File: config.mk
export PLATFORM = sky130hd
export DESIGN_NAME = io_rmw_controller_flat
export DESIGN_NICKNAME = d
export VERILOG_FILES = /design/src/rtl/io_rmw_controller_if.sv /design/src/rtl/io_rmw_controller.sv /design/src/flat_wrapper.sv
export SDC_FILE = /design/constraint.sdc
export NUM_CORES = 1
export LEC_CHECK = 0
export BUFFER_PORTS_ARGS = -buffer_cell sky130_fd_sc_hd__buf_2
export CAP_MARGIN = 10
export CORE_MARGIN = 2
export CORE_UTILIZATION = 45
export CTS_BUF_LIST = sky130_fd_sc_hd__clkbuf_2
export DETAILED_ROUTE_END_ITERATION = 8
export HOLD_SLACK_MARGIN = 0.06
export MAX_ROUTING_LAYER = met4
export PLACE_DENSITY = 0.72
export SLEW_MARGIN = 15
export SYNTH_ARGS = -nofsm -noshare
export SYNTH_HDL_FRONTEND = slang
export SYNTH_SLANG_ARGS = --single-unit
File: constraint.sdc
create_clock -name clock -period 3.1 [get_ports clock]
set_clock_uncertainty 0.2 [all_clocks]
set_input_delay 0.465 -clock clock [delete_from_list [all_inputs] [get_ports clock]]
set_output_delay 0.465 -clock clock [all_outputs]
set_load 0.05 [all_outputs]
File: src/rtl/io_rmw_controller_if.sv
// Request/response and I/O-memory bus of the read-modify-write controller.
// The slave modport is the controller; the master modport is the requester plus memory.
interface io_rmw_controller_if;
  logic       req;
  logic [2:0] op;
  logic [7:0] address;
  logic [2:0] bit_index;
  logic [7:0] wdata;
  logic       busy;
  logic       done;
  logic       err;
  logic [7:0] rdata;
  logic [7:0] io_address;
  logic [7:0] io_data_out;
  logic       io_write_enable;
  logic [7:0] io_data_in;

  modport slave (
    input  req, op, address, bit_index, wdata, io_data_in,
    output busy, done, err, rdata, io_address, io_data_out, io_write_enable
  );

  modport master (
    output req, op, address, bit_index, wdata, io_data_in,
    input  busy, done, err, rdata, io_address, io_data_out, io_write_enable
  );
endinterface

File: src/rtl/io_rmw_controller.sv
// Read-modify-write controller for a small 9-byte I/O memory with bit operations.
// Define IO_RMW_VERIFY_EN to add a read-back VERIFY state after every write.
module io_rmw_controller (
  input logic                clock,
  input logic                reset_s2_n,
  io_rmw_controller_if.slave bus
);

`ifdef IO_RMW_VERIFY_EN
  typedef enum logic [2:0] {IDLE, READ, WRITE, VERIFY, DONE} state_t;
`else
  typedef enum logic [2:0] {IDLE, READ, WRITE, DONE} state_t;
`endif

  localparam logic [2:0] OP_WRITE  = 3'd0;
  localparam logic [2:0] OP_READ   = 3'd1;
  localparam logic [2:0] OP_SET    = 3'd2;
  localparam logic [2:0] OP_CLEAR  = 3'd3;
  localparam logic [2:0] OP_TOGGLE = 3'd4;
  localparam logic [2:0] OP_TEST   = 3'd5;

  state_t     state;
  state_t     state_next;
  logic [2:0] op_q;
  logic [2:0] bit_q;
  logic [7:0] addr_q;
  logic [7:0] wr_data_q;
  logic [7:0] rdata_q;
  logic       err_q;
  logic       req_valid;
  logic [7:0] bit_mask;

  assign req_valid = (bus.address <= 8'h08) && (bus.op <= OP_TEST);
  assign bit_mask  = 8'h01 << bit_q;

  always_ff @(posedge clock or negedge reset_s2_n) begin
    if (!reset_s2_n) state <= IDLE;
    else             state <= state_next;
  end

  always_comb begin
    state_next = state;
    case (state)
      IDLE: begin
        if (bus.req) begin
          if (!req_valid)              state_next = DONE;
          else if (bus.op == OP_WRITE) state_next = WRITE;
          else                         state_next = READ;
        end
      end
      READ: begin
        if (op_q == OP_READ || op_q == OP_TEST) state_next = DONE;
        else                                    state_next = WRITE;
      end
`ifdef IO_RMW_VERIFY_EN
      WRITE:   state_next = VERIFY;
      VERIFY:  state_next = DONE;
`else
      WRITE:   state_next = DONE;
`endif
      DONE:    state_next = IDLE;
      default: state_next = IDLE;
    endcase
  end

  // Write data is prepared one state ahead so io_data_out is stable for the whole strobe.
  always_ff @(posedge clock or negedge reset_s2_n) begin
    if (!reset_s2_n) begin
      op_q      <= 3'd0;
      bit_q     <= 3'd0;
      addr_q    <= 8'h00;
      wr_data_q <= 8'h00;
      rdata_q   <= 8'h00;
      err_q     <= 1'b0;
    end else begin
      case (state)
        IDLE: begin
          if (bus.req) begin
            op_q   <= bus.op;
            bit_q  <= bus.bit_index;
            addr_q <= bus.address;
            err_q  <= !req_valid;
            if (bus.op == OP_WRITE) wr_data_q <= bus.wdata;
          end
        end
        READ: begin
          case (op_q)
            OP_READ:   rdata_q   <= bus.io_data_in;
            OP_TEST:   rdata_q   <= {7'd0, bus.io_data_in[bit_q]};
            OP_SET:    wr_data_q <= bus.io_data_in | bit_mask;
            OP_CLEAR:  wr_data_q <= bus.io_data_in & ~bit_mask;
            OP_TOGGLE: wr_data_q <= bus.io_data_in ^ bit_mask;
            default:   ;
          endcase
        end
`ifdef IO_RMW_VERIFY_EN
        VERIFY: begin
          if (bus.io_data_in != wr_data_q) err_q <= 1'b1;
        end
`endif
        default: ;
      endcase
    end
  end

  assign bus.busy            = (state != IDLE);
  assign bus.done            = (state == DONE);
  assign bus.io_write_enable = (state == WRITE);
  assign bus.io_address      = addr_q;
  assign bus.io_data_out     = wr_data_q;
  assign bus.rdata           = rdata_q;
  assign bus.err             = err_q;

endmodule
File: src/flat_wrapper.sv
// flat-port wrapper written by rule: the top's interface ports become plain ports
module io_rmw_controller_flat 
  (clock, reset_s2_n, bus_req, bus_op, bus_address, bus_bit_index, bus_wdata, bus_io_data_in, bus_busy, bus_done, bus_err, bus_rdata, bus_io_address, bus_io_data_out, bus_io_write_enable);
  io_rmw_controller_if bus_i ();
  input logic clock;
  input logic reset_s2_n;
  input wire logic [$bits(bus_i.req)-1:0] bus_req;
  input wire logic [$bits(bus_i.op)-1:0] bus_op;
  input wire logic [$bits(bus_i.address)-1:0] bus_address;
  input wire logic [$bits(bus_i.bit_index)-1:0] bus_bit_index;
  input wire logic [$bits(bus_i.wdata)-1:0] bus_wdata;
  input wire logic [$bits(bus_i.io_data_in)-1:0] bus_io_data_in;
  output wire logic [$bits(bus_i.busy)-1:0] bus_busy;
  output wire logic [$bits(bus_i.done)-1:0] bus_done;
  output wire logic [$bits(bus_i.err)-1:0] bus_err;
  output wire logic [$bits(bus_i.rdata)-1:0] bus_rdata;
  output wire logic [$bits(bus_i.io_address)-1:0] bus_io_address;
  output wire logic [$bits(bus_i.io_data_out)-1:0] bus_io_data_out;
  output wire logic [$bits(bus_i.io_write_enable)-1:0] bus_io_write_enable;
  assign bus_i.req = bus_req;
  assign bus_i.op = bus_op;
  assign bus_i.address = bus_address;
  assign bus_i.bit_index = bus_bit_index;
  assign bus_i.wdata = bus_wdata;
  assign bus_i.io_data_in = bus_io_data_in;
  assign bus_busy = bus_i.busy;
  assign bus_done = bus_i.done;
  assign bus_err = bus_i.err;
  assign bus_rdata = bus_i.rdata;
  assign bus_io_address = bus_i.io_address;
  assign bus_io_data_out = bus_i.io_data_out;
  assign bus_io_write_enable = bus_i.io_write_enable;
  io_rmw_controller u_core (.clock(clock), .reset_s2_n(reset_s2_n), .bus(bus_i));
endmodule
==> results.cfg, run 1 <==
[grt]
grt_max_degree = 34
antenna_found_initial = 0
grt_pass1_vias = 1571
gr-usage-all-layers_pct = 17.8
grt_pass1_wl_mm = 6.84
grt_overflow = 0

[yosys]
synth_nets = 243
syn_area_per_cell_sq_um = 10.6
yosysSeqAreaShare_pct = 41.0
synth_cell_types = 32
ys.flop_type = dfrtp_1
synth_edf_count = 0
ys_seq_elements = 33
syn_inst = 190
synth_area_sq_mm = 0.00201
synthArstFlopShare_pct = 100
synth_warnings = 0

[worst_setup_path]
crit_required_ps = 3170
cp.arrival_ps = 2400
crit_path_cell_trace = inv_1 > ha_1 > o21ai_0 > o22ai_4 > mux2_2
path_class = flop to flop
worstRegToRegCells = 5
regToRegSetupSlack_ps = 770
r2r-end = u_core.bus.io_data_out[3]$_DFFE_PN0P_
endpoint_kind = flop
reg2reg_from = u_core.state[1]$_DFFE_PN0P_
cpMaxStageDelayCell = ha_1
start_kind = flop
crit_buf_inv = 1
cp_max_fo = 19
slowest_delay_ps = 520
path_delay_family = compound AO/OA/AOI/OAI gates

[place]
port_buffers = 60
dpl.hpwl_mm = 3.07
gp_congestion = 0.794
placed_cell_area_sq_mm = 0.00234
placedCellCount = 294
pre_cts_ws_ps = 780

[floorplan]
die_area_sq_mm = 0.00503
io_pins = 61
design.core.area_sq_mm = 0.00432
die_x_um = 70.9
die_h_um = 70.9
start_util_pct = 46.6
core.rowCount = 24

[power]
switching_share_pct = 52.8
pwr-share-seq_pct = 31.3
finalPower_mw = 2.64
leakage_nw = 1.15
ir_worst_vdd_mv = 0.561
p_int_mw = 1.25
comb_power_share_pct = 60.9
power.density_mw_per_mm2 = 1110
p_clk_share_pct = 7.8
p_switching_mw = 1.40

[status]
status = finished clean

[clock_network]
htreeDepth = 2
cts_buffers = 5
cts_buffer_depth = 2
clk-insertion-delay-late_ps = 360
cts_tree = done
path_clk_slew_ps = 160
root_buffer = clkbuf_2
clock-sinks = 33
cts_resized = 0

[cells_and_area]
num_antenna_cells = 0
layout_common_cells = buf_2, dfrtp_1, ha_1, mux2_2, nand2_1
final_common_cell = buf_2
drive_gt1_share_pct = 37.1
nets = 303
postLayoutCellArea_sq_mm = 0.00239
fillers = 431
area_delta_synth_final_pct = 18.6
layout.cells.non_filler = 303

[sta]
setup_viol_count_final = 0
slew_violations = 0
report.final.hold_viol_count = 0
fin_crit_ps = 2330
fin_ws_ps = 769
tightest_slew_ps = 731
rsz0062_at_grt = false
fin_crit_sh_pct = 75.2
tns_ps = 0
maxSlewHeadroom_pct = 51.3
max_freq_mhz = 429

[hold_path]
hold_class = input port to flop
hold-path-cell-count = 2
min_to = u_core.bit_q[1]$_DFFE_PN0P_
hold_start = bus_bit_index[1]

[routing]
postRouteAntennaNets = 0
drc_errors = 0
drt_iter0_drc = 65
num_vias = 1596
drt-total-wl_mm = 4.06
avgViaCountPerCell = 5.27
routedWlPerCell_um = 13.4
dr.pass1.iters = 4

[job]
drv_cap = 0
-- power groups by stage --
| stage | Clock, mW | Combinational, mW | Sequential [mW] |
|---|---|---|---|
| 2_1_floorplan | 0 | 0.832 | 1.30 |
| 3_3_place_gp | 0 | 1.60 | 0.828 |
| 3_5_place_dp | 0 | 1.62 | 0.835 |
| 4_1_cts | 0.213 | 1.63 | 0.828 |
| 5_1_grt | 0.233 | 1.75 | 0.864 |
| 6_report | 0.207 | 1.61 | 0.827 |
-- metal layers --
layer / global-route usage, % / share of wire [%]
met1: 20.1 / 43
met2: 30.4 / 49
met3: 3.99 / 5.8
met4: 6.92 / 1.7
met5: - / 0
-- how the worst max path moves through the flow --
stage / to / startpoint / cells after the start / slack, ps
floorplan: u_core.bus.io_data_out[1]$_DFFE_PN0P_ / u_core.bit_q[0]$_DFFE_PN0P_ / 6 / 920
global placement: u_core.bus.io_data_out[0]$_DFFE_PN0P_ / u_core.state[1]$_DFFE_PN0P_ / 5 / 850
detailed placement: u_core.bus.io_data_out[3]$_DFFE_PN0P_ / u_core.state[1]$_DFFE_PN0P_ / 5 / 780
CTS: u_core.bus.io_data_out[3]$_DFFE_PN0P_ / u_core.state[1]$_DFFE_PN0P_ / 5 / 760
global route: u_core.bus.io_data_out[3]$_DFFE_PN0P_ / u_core.state[1]$_DFFE_PN0P_ / 5 / 620
finish: u_core.bus.io_data_out[3]$_DFFE_PN0P_ / u_core.state[1]$_DFFE_PN0P_ / 5 / 770
-- metrics by stage --
| step | hold WS, ps | util [%] |
|---|---|---|
| 6_report | 124 | 55.2 |
| 3_5_place_dp | 261 | 54.1 |
| 3_3_place_gp | 254 | 54.1 |
| 2_1_floorplan | -30.6 | - |
| 5_1_grt | 109 | 55.2 |
| 4_1_cts | 108 | 55.2 |
-- cell type report --
| class | count | area [sq um] | area share (%) |
|---|---|---|---|
| multi-input combinational | 134 | 1080 | 45.4 |
| clock buffer | 8 | 40.0 | 1.68 |
| inverter | 13 | 48.8 | 2.04 |
| tap | 52 | 65.1 | 2.72 |
| timing repair buffer | 63 | 325 | 13.6 |
| sequential | 33 | 826 | 34.6 |
-- synthesized netlist by cell type, types with 2 or more instances --
library cell | count | area [sq um]
a31oi_1 | 8 | 50.1
nor2b_1 | 5 | 31.3
nand3_1 | 2 | 10.0
inv_1 | 13 | 48.8
ha_1 | 20 | 250
nor3_1 | 2 | 10.0
mux2_1 | 4 | 45.0
mux2_2 | 19 | 214
a21oi_1 | 3 | 15.0
or3_1 | 8 | 50.1
dfrtp_1 | 33 | 826
nor2_1 | 10 | 37.5
o31ai_1 | 8 | 60.1
o21ai_0 | 3 | 15.0
clkbuf_1 | 5 | 18.8
a22oi_1 | 8 | 60.1
mux2i_1 | 2 | 20.0
nand3b_1 | 4 | 30.0
nand2_1 | 15 | 56.3
buf_6 | 2 | 22.5
buf_2 | 3 | 15.0
o211ai_1 | 3 | 22.5
-- cell families (layout without fill, tap and decap cells) --
logic type / after synthesis / after routing / synth area share [%]
adders and majority gates: 20 / 20 / 12.4
buffers and inverters: 23 / 84 / 5.22
DFF: 33 / 33 / 41.0
and+or+nand+nor: 52 / 52 / 14.2
AOI/OAI and AO/OA: 37 / 37 / 13.4
muxes: 25 / 25 / 13.9
-- what timing repair did --
| action | CTS | global route |
|---|---|---|
| hold buffers | 1 | 0 |
| endpoints found under the setup margin | 0 | 0 |
| hold endpoints to repair | 33 | 0 |
| setup buffers | 0 | 0 |
-- state kept, by name (all words and copies together), names as in the netlist --
name / flops
u_core.bus.rdata: 8
u_core.op_q: 3
u_core.bit_q: 3
u_core.bus.io_data_out: 8
u_core.bus.err: 1
u_core.bus.io_address: 8
u_core.state: 2
No activity file was read; power rests on OpenSTA's default activity.
==> inputs of run 2 (changes only) <==
==> constraint.sdc (replaced) <==
create_clock -name clock -period 2.2 [get_ports clock]
set_clock_uncertainty 0.2 [all_clocks]
set_input_delay 0.33 -clock clock [delete_from_list [all_inputs] [get_ports clock]]
set_output_delay 0.33 -clock clock [all_outputs]
set_load 0.05 [all_outputs]
==> run 2 against run 1 <==
First-iteration DRC count down 35%. Setup slack got worse by 640 ps. Combinational power increased by 52%. Critical path type unchanged. Clock-buffer cell count fell by 2. Sequential cell count stayed put. Power up 45%. Critical endpoint is now u_core.bus.io_data_out[1]$_DFFE_PN0P_. Via count rose by 8.6%.
==> results.cfg, run 2 (synthesis gave the netlist of run 1 again) <==
[status]
status = finished clean

[clock_network]
cts_buffer_depth = 2
clk-insertion-delay-late_ps = 360
post_cts_buffers = 0
cts_tree = done
cts_buffers = 5
path_clk_slew_ps = 160
root_buffer = clkbuf_2
clock-sinks = 33
htreeDepth = 2

[power]
switching_share_pct = 52.5
comb_power_share_pct = 63.8
leakage_nw = 1.26
p_clk_share_pct = 7.1
p_int_mw = 1.82
pwr-share-seq_pct = 29.0
power.density_mw_per_mm2 = 1450
ir_worst_vdd_mv = 0.764
p_switching_mw = 2.01

[sta]
max_freq_mhz = 482
rsz0062_at_grt = false
report.final.hold_viol_count = 0
slew_violations = 0
setup_viol_count_final = 0
fin_crit_ps = 2080
tightest_slew_ps = 751
maxSlewHeadroom_pct = 49.9
tns_ps = 0
fin_crit_sh_pct = 94.3

[cells_and_area]
nets = 330
drive_gt1_share_pct = 35.0
fillers = 404
final_common_cell = buf_2
area_delta_synth_final_pct = 31.3
postLayoutCoreUtil_pct = 61.2
layout_common_cells = buf_2, dfrtp_1, dlygate4sd3_1, ha_1, mux2_2
num_antenna_cells = 0

[hold_path]
hold_class = input port to flop
hold_start = bus_req
hold-path-cell-count = 4
min_to = u_core.state[0]$_DFFE_PN0P_

[floorplan]
die_h_um = 70.9
io_pins = 61
die_x_um = 70.9
start_util_pct = 46.6
core.rowCount = 24
design.core.area_sq_mm = 0.00432
die_area_sq_mm = 0.00503

[routing]
drt-total-wl_mm = 4.53
routedWlPerCell_um = 13.8
avgViaCountPerCell = 5.27
postRouteAntennaNets = 0
drc_errors = 0
drt_iter0_drc = 42
num_vias = 1734
dr.pass1.iters = 4

[worst_setup_path]
crit_path_cell_trace = or3b_2 > ha_1 > a22oi_1 > a31oi_1 > mux2_2
start_kind = flop
crit_required_ps = 2280
endpoint_kind = flop
slowest_delay_ps = 520
path_class = flop to flop
cp.arrival_ps = 2150
r2r-end = u_core.bus.io_data_out[1]$_DFFE_PN0P_
regToRegSetupSlack_ps = 120
reg2reg_from = u_core.bit_q[2]$_DFFE_PN0P_
worstRegToRegCells = 5
cp_max_fo = 4
cpMaxStageDelayCell = or3b_2

[grt]
grt_pass1_vias = 1815
grt_overflow = 0
grt_max_degree = 34
grt_pass1_wl_mm = 7.63
antenna_found_initial = 0
gr-usage-all-layers_pct = 19.7

[job]
drv_cap = 0

[place]
gp_congestion = 0.751
dpl.hpwl_mm = 3.20
port_buffers = 60
==> run 2: metrics by stage <==
step / hold WS [ps] / area, sq um / total power, mW / worst slack (ps) / std cells
6_report: 119 / 2650 / 3.83 / 125 / 329
5_1_grt: 109 / 2650 / 4.10 / 4.79 / 329
4_1_cts: 94.4 / 2640 / 3.84 / 126 / 329
3_5_place_dp: 246 / 2380 / 3.54 / 152 / 299
3_3_place_gp: 242 / 2380 / 3.49 / 191 / 299
2_1_floorplan: -166 / 2010 / 3.00 / 21.6 / 190
==> run 2: how the worst max path moves through the flow <==
stage / endpoint / start / slack (ps) / cells past startpoint
floorplan: u_core.bus.io_data_out[1]$_DFFE_PN0P_ / u_core.bit_q[0]$_DFFE_PN0P_ / 20 / 6
global placement: u_core.bus.io_data_out[0]$_DFFE_PN0P_ / u_core.bit_q[0]$_DFFE_PN0P_ / 190 / 7
detailed placement: u_core.bus.io_data_out[1]$_DFFE_PN0P_ / u_core.bit_q[2]$_DFFE_PN0P_ / 150 / 5
CTS: u_core.bus.io_data_out[0]$_DFFE_PN0P_ / u_core.bit_q[0]$_DFFE_PN0P_ / 130 / 7
global route: u_core.bus.io_data_out[4]$_DFFE_PN0P_ / u_core.bit_q[0]$_DFFE_PN0P_ / 5 / 7
finish: u_core.bus.io_data_out[1]$_DFFE_PN0P_ / u_core.bit_q[2]$_DFFE_PN0P_ / 120 / 5
==> run 2: layout make-up <==
type,count,area (sq um),share of cell area [%]
Sequential cell,33,826,31.2
Inverter,13,48.8,1.84
Tap cell,52,65.1,2.46
Multi-Input combinational cell,134,1090,41.2
Timing Repair Buffer,90,583,22.0
Clock buffer,6,30.0,1.14
Clock inverter,1,3.75,0.142
==> run 2: layer usage <==
| metal | track usage, % | vias to the layer above | wire length [um] |
|---|---|---|---|
| li1 | - | 852 | - |
| met1 | 20.0 | 822 | 1910 |
| met2 | 36.6 | 52 | 2340 |
| met3 | 4.84 | 8 | 201 |
| met4 | 6.92 | 0 | 79 |
| met5 | - | - | 0 |
==> run 2: critical path, delay by kind of cell (launching register included) <==
| family | cells | cell delay, ps |
|---|---|---|
| compound gates | 2 | 280 |
| flops | 1 | 440 |
| fa+ha+maj | 1 | 300 |
| simple gates | 1 | 520 |
| mux | 1 | 260 |
==> run 2: power groups by stage <==
stage | registers [mW] | logic, mW | clock network [mW]
2_1_floorplan | 1.83 | 1.17 | 0
3_3_place_gp | 1.11 | 2.38 | 0
3_5_place_dp | 1.12 | 2.42 | 0
4_1_cts | 1.11 | 2.45 | 0.283
5_1_grt | 1.15 | 2.64 | 0.304
6_report | 1.11 | 2.44 | 0.273
==> run 2: what timing repair did <==
| item | 4_1_cts | 5_1_grt |
|---|---|---|
| hold buffers | 23 | 0 |
| endpoints found under the setup margin | 0 | 1 |
| endpoints found under the hold margin | 56 | 0 |
| gates resized for setup | 0 | 1 |
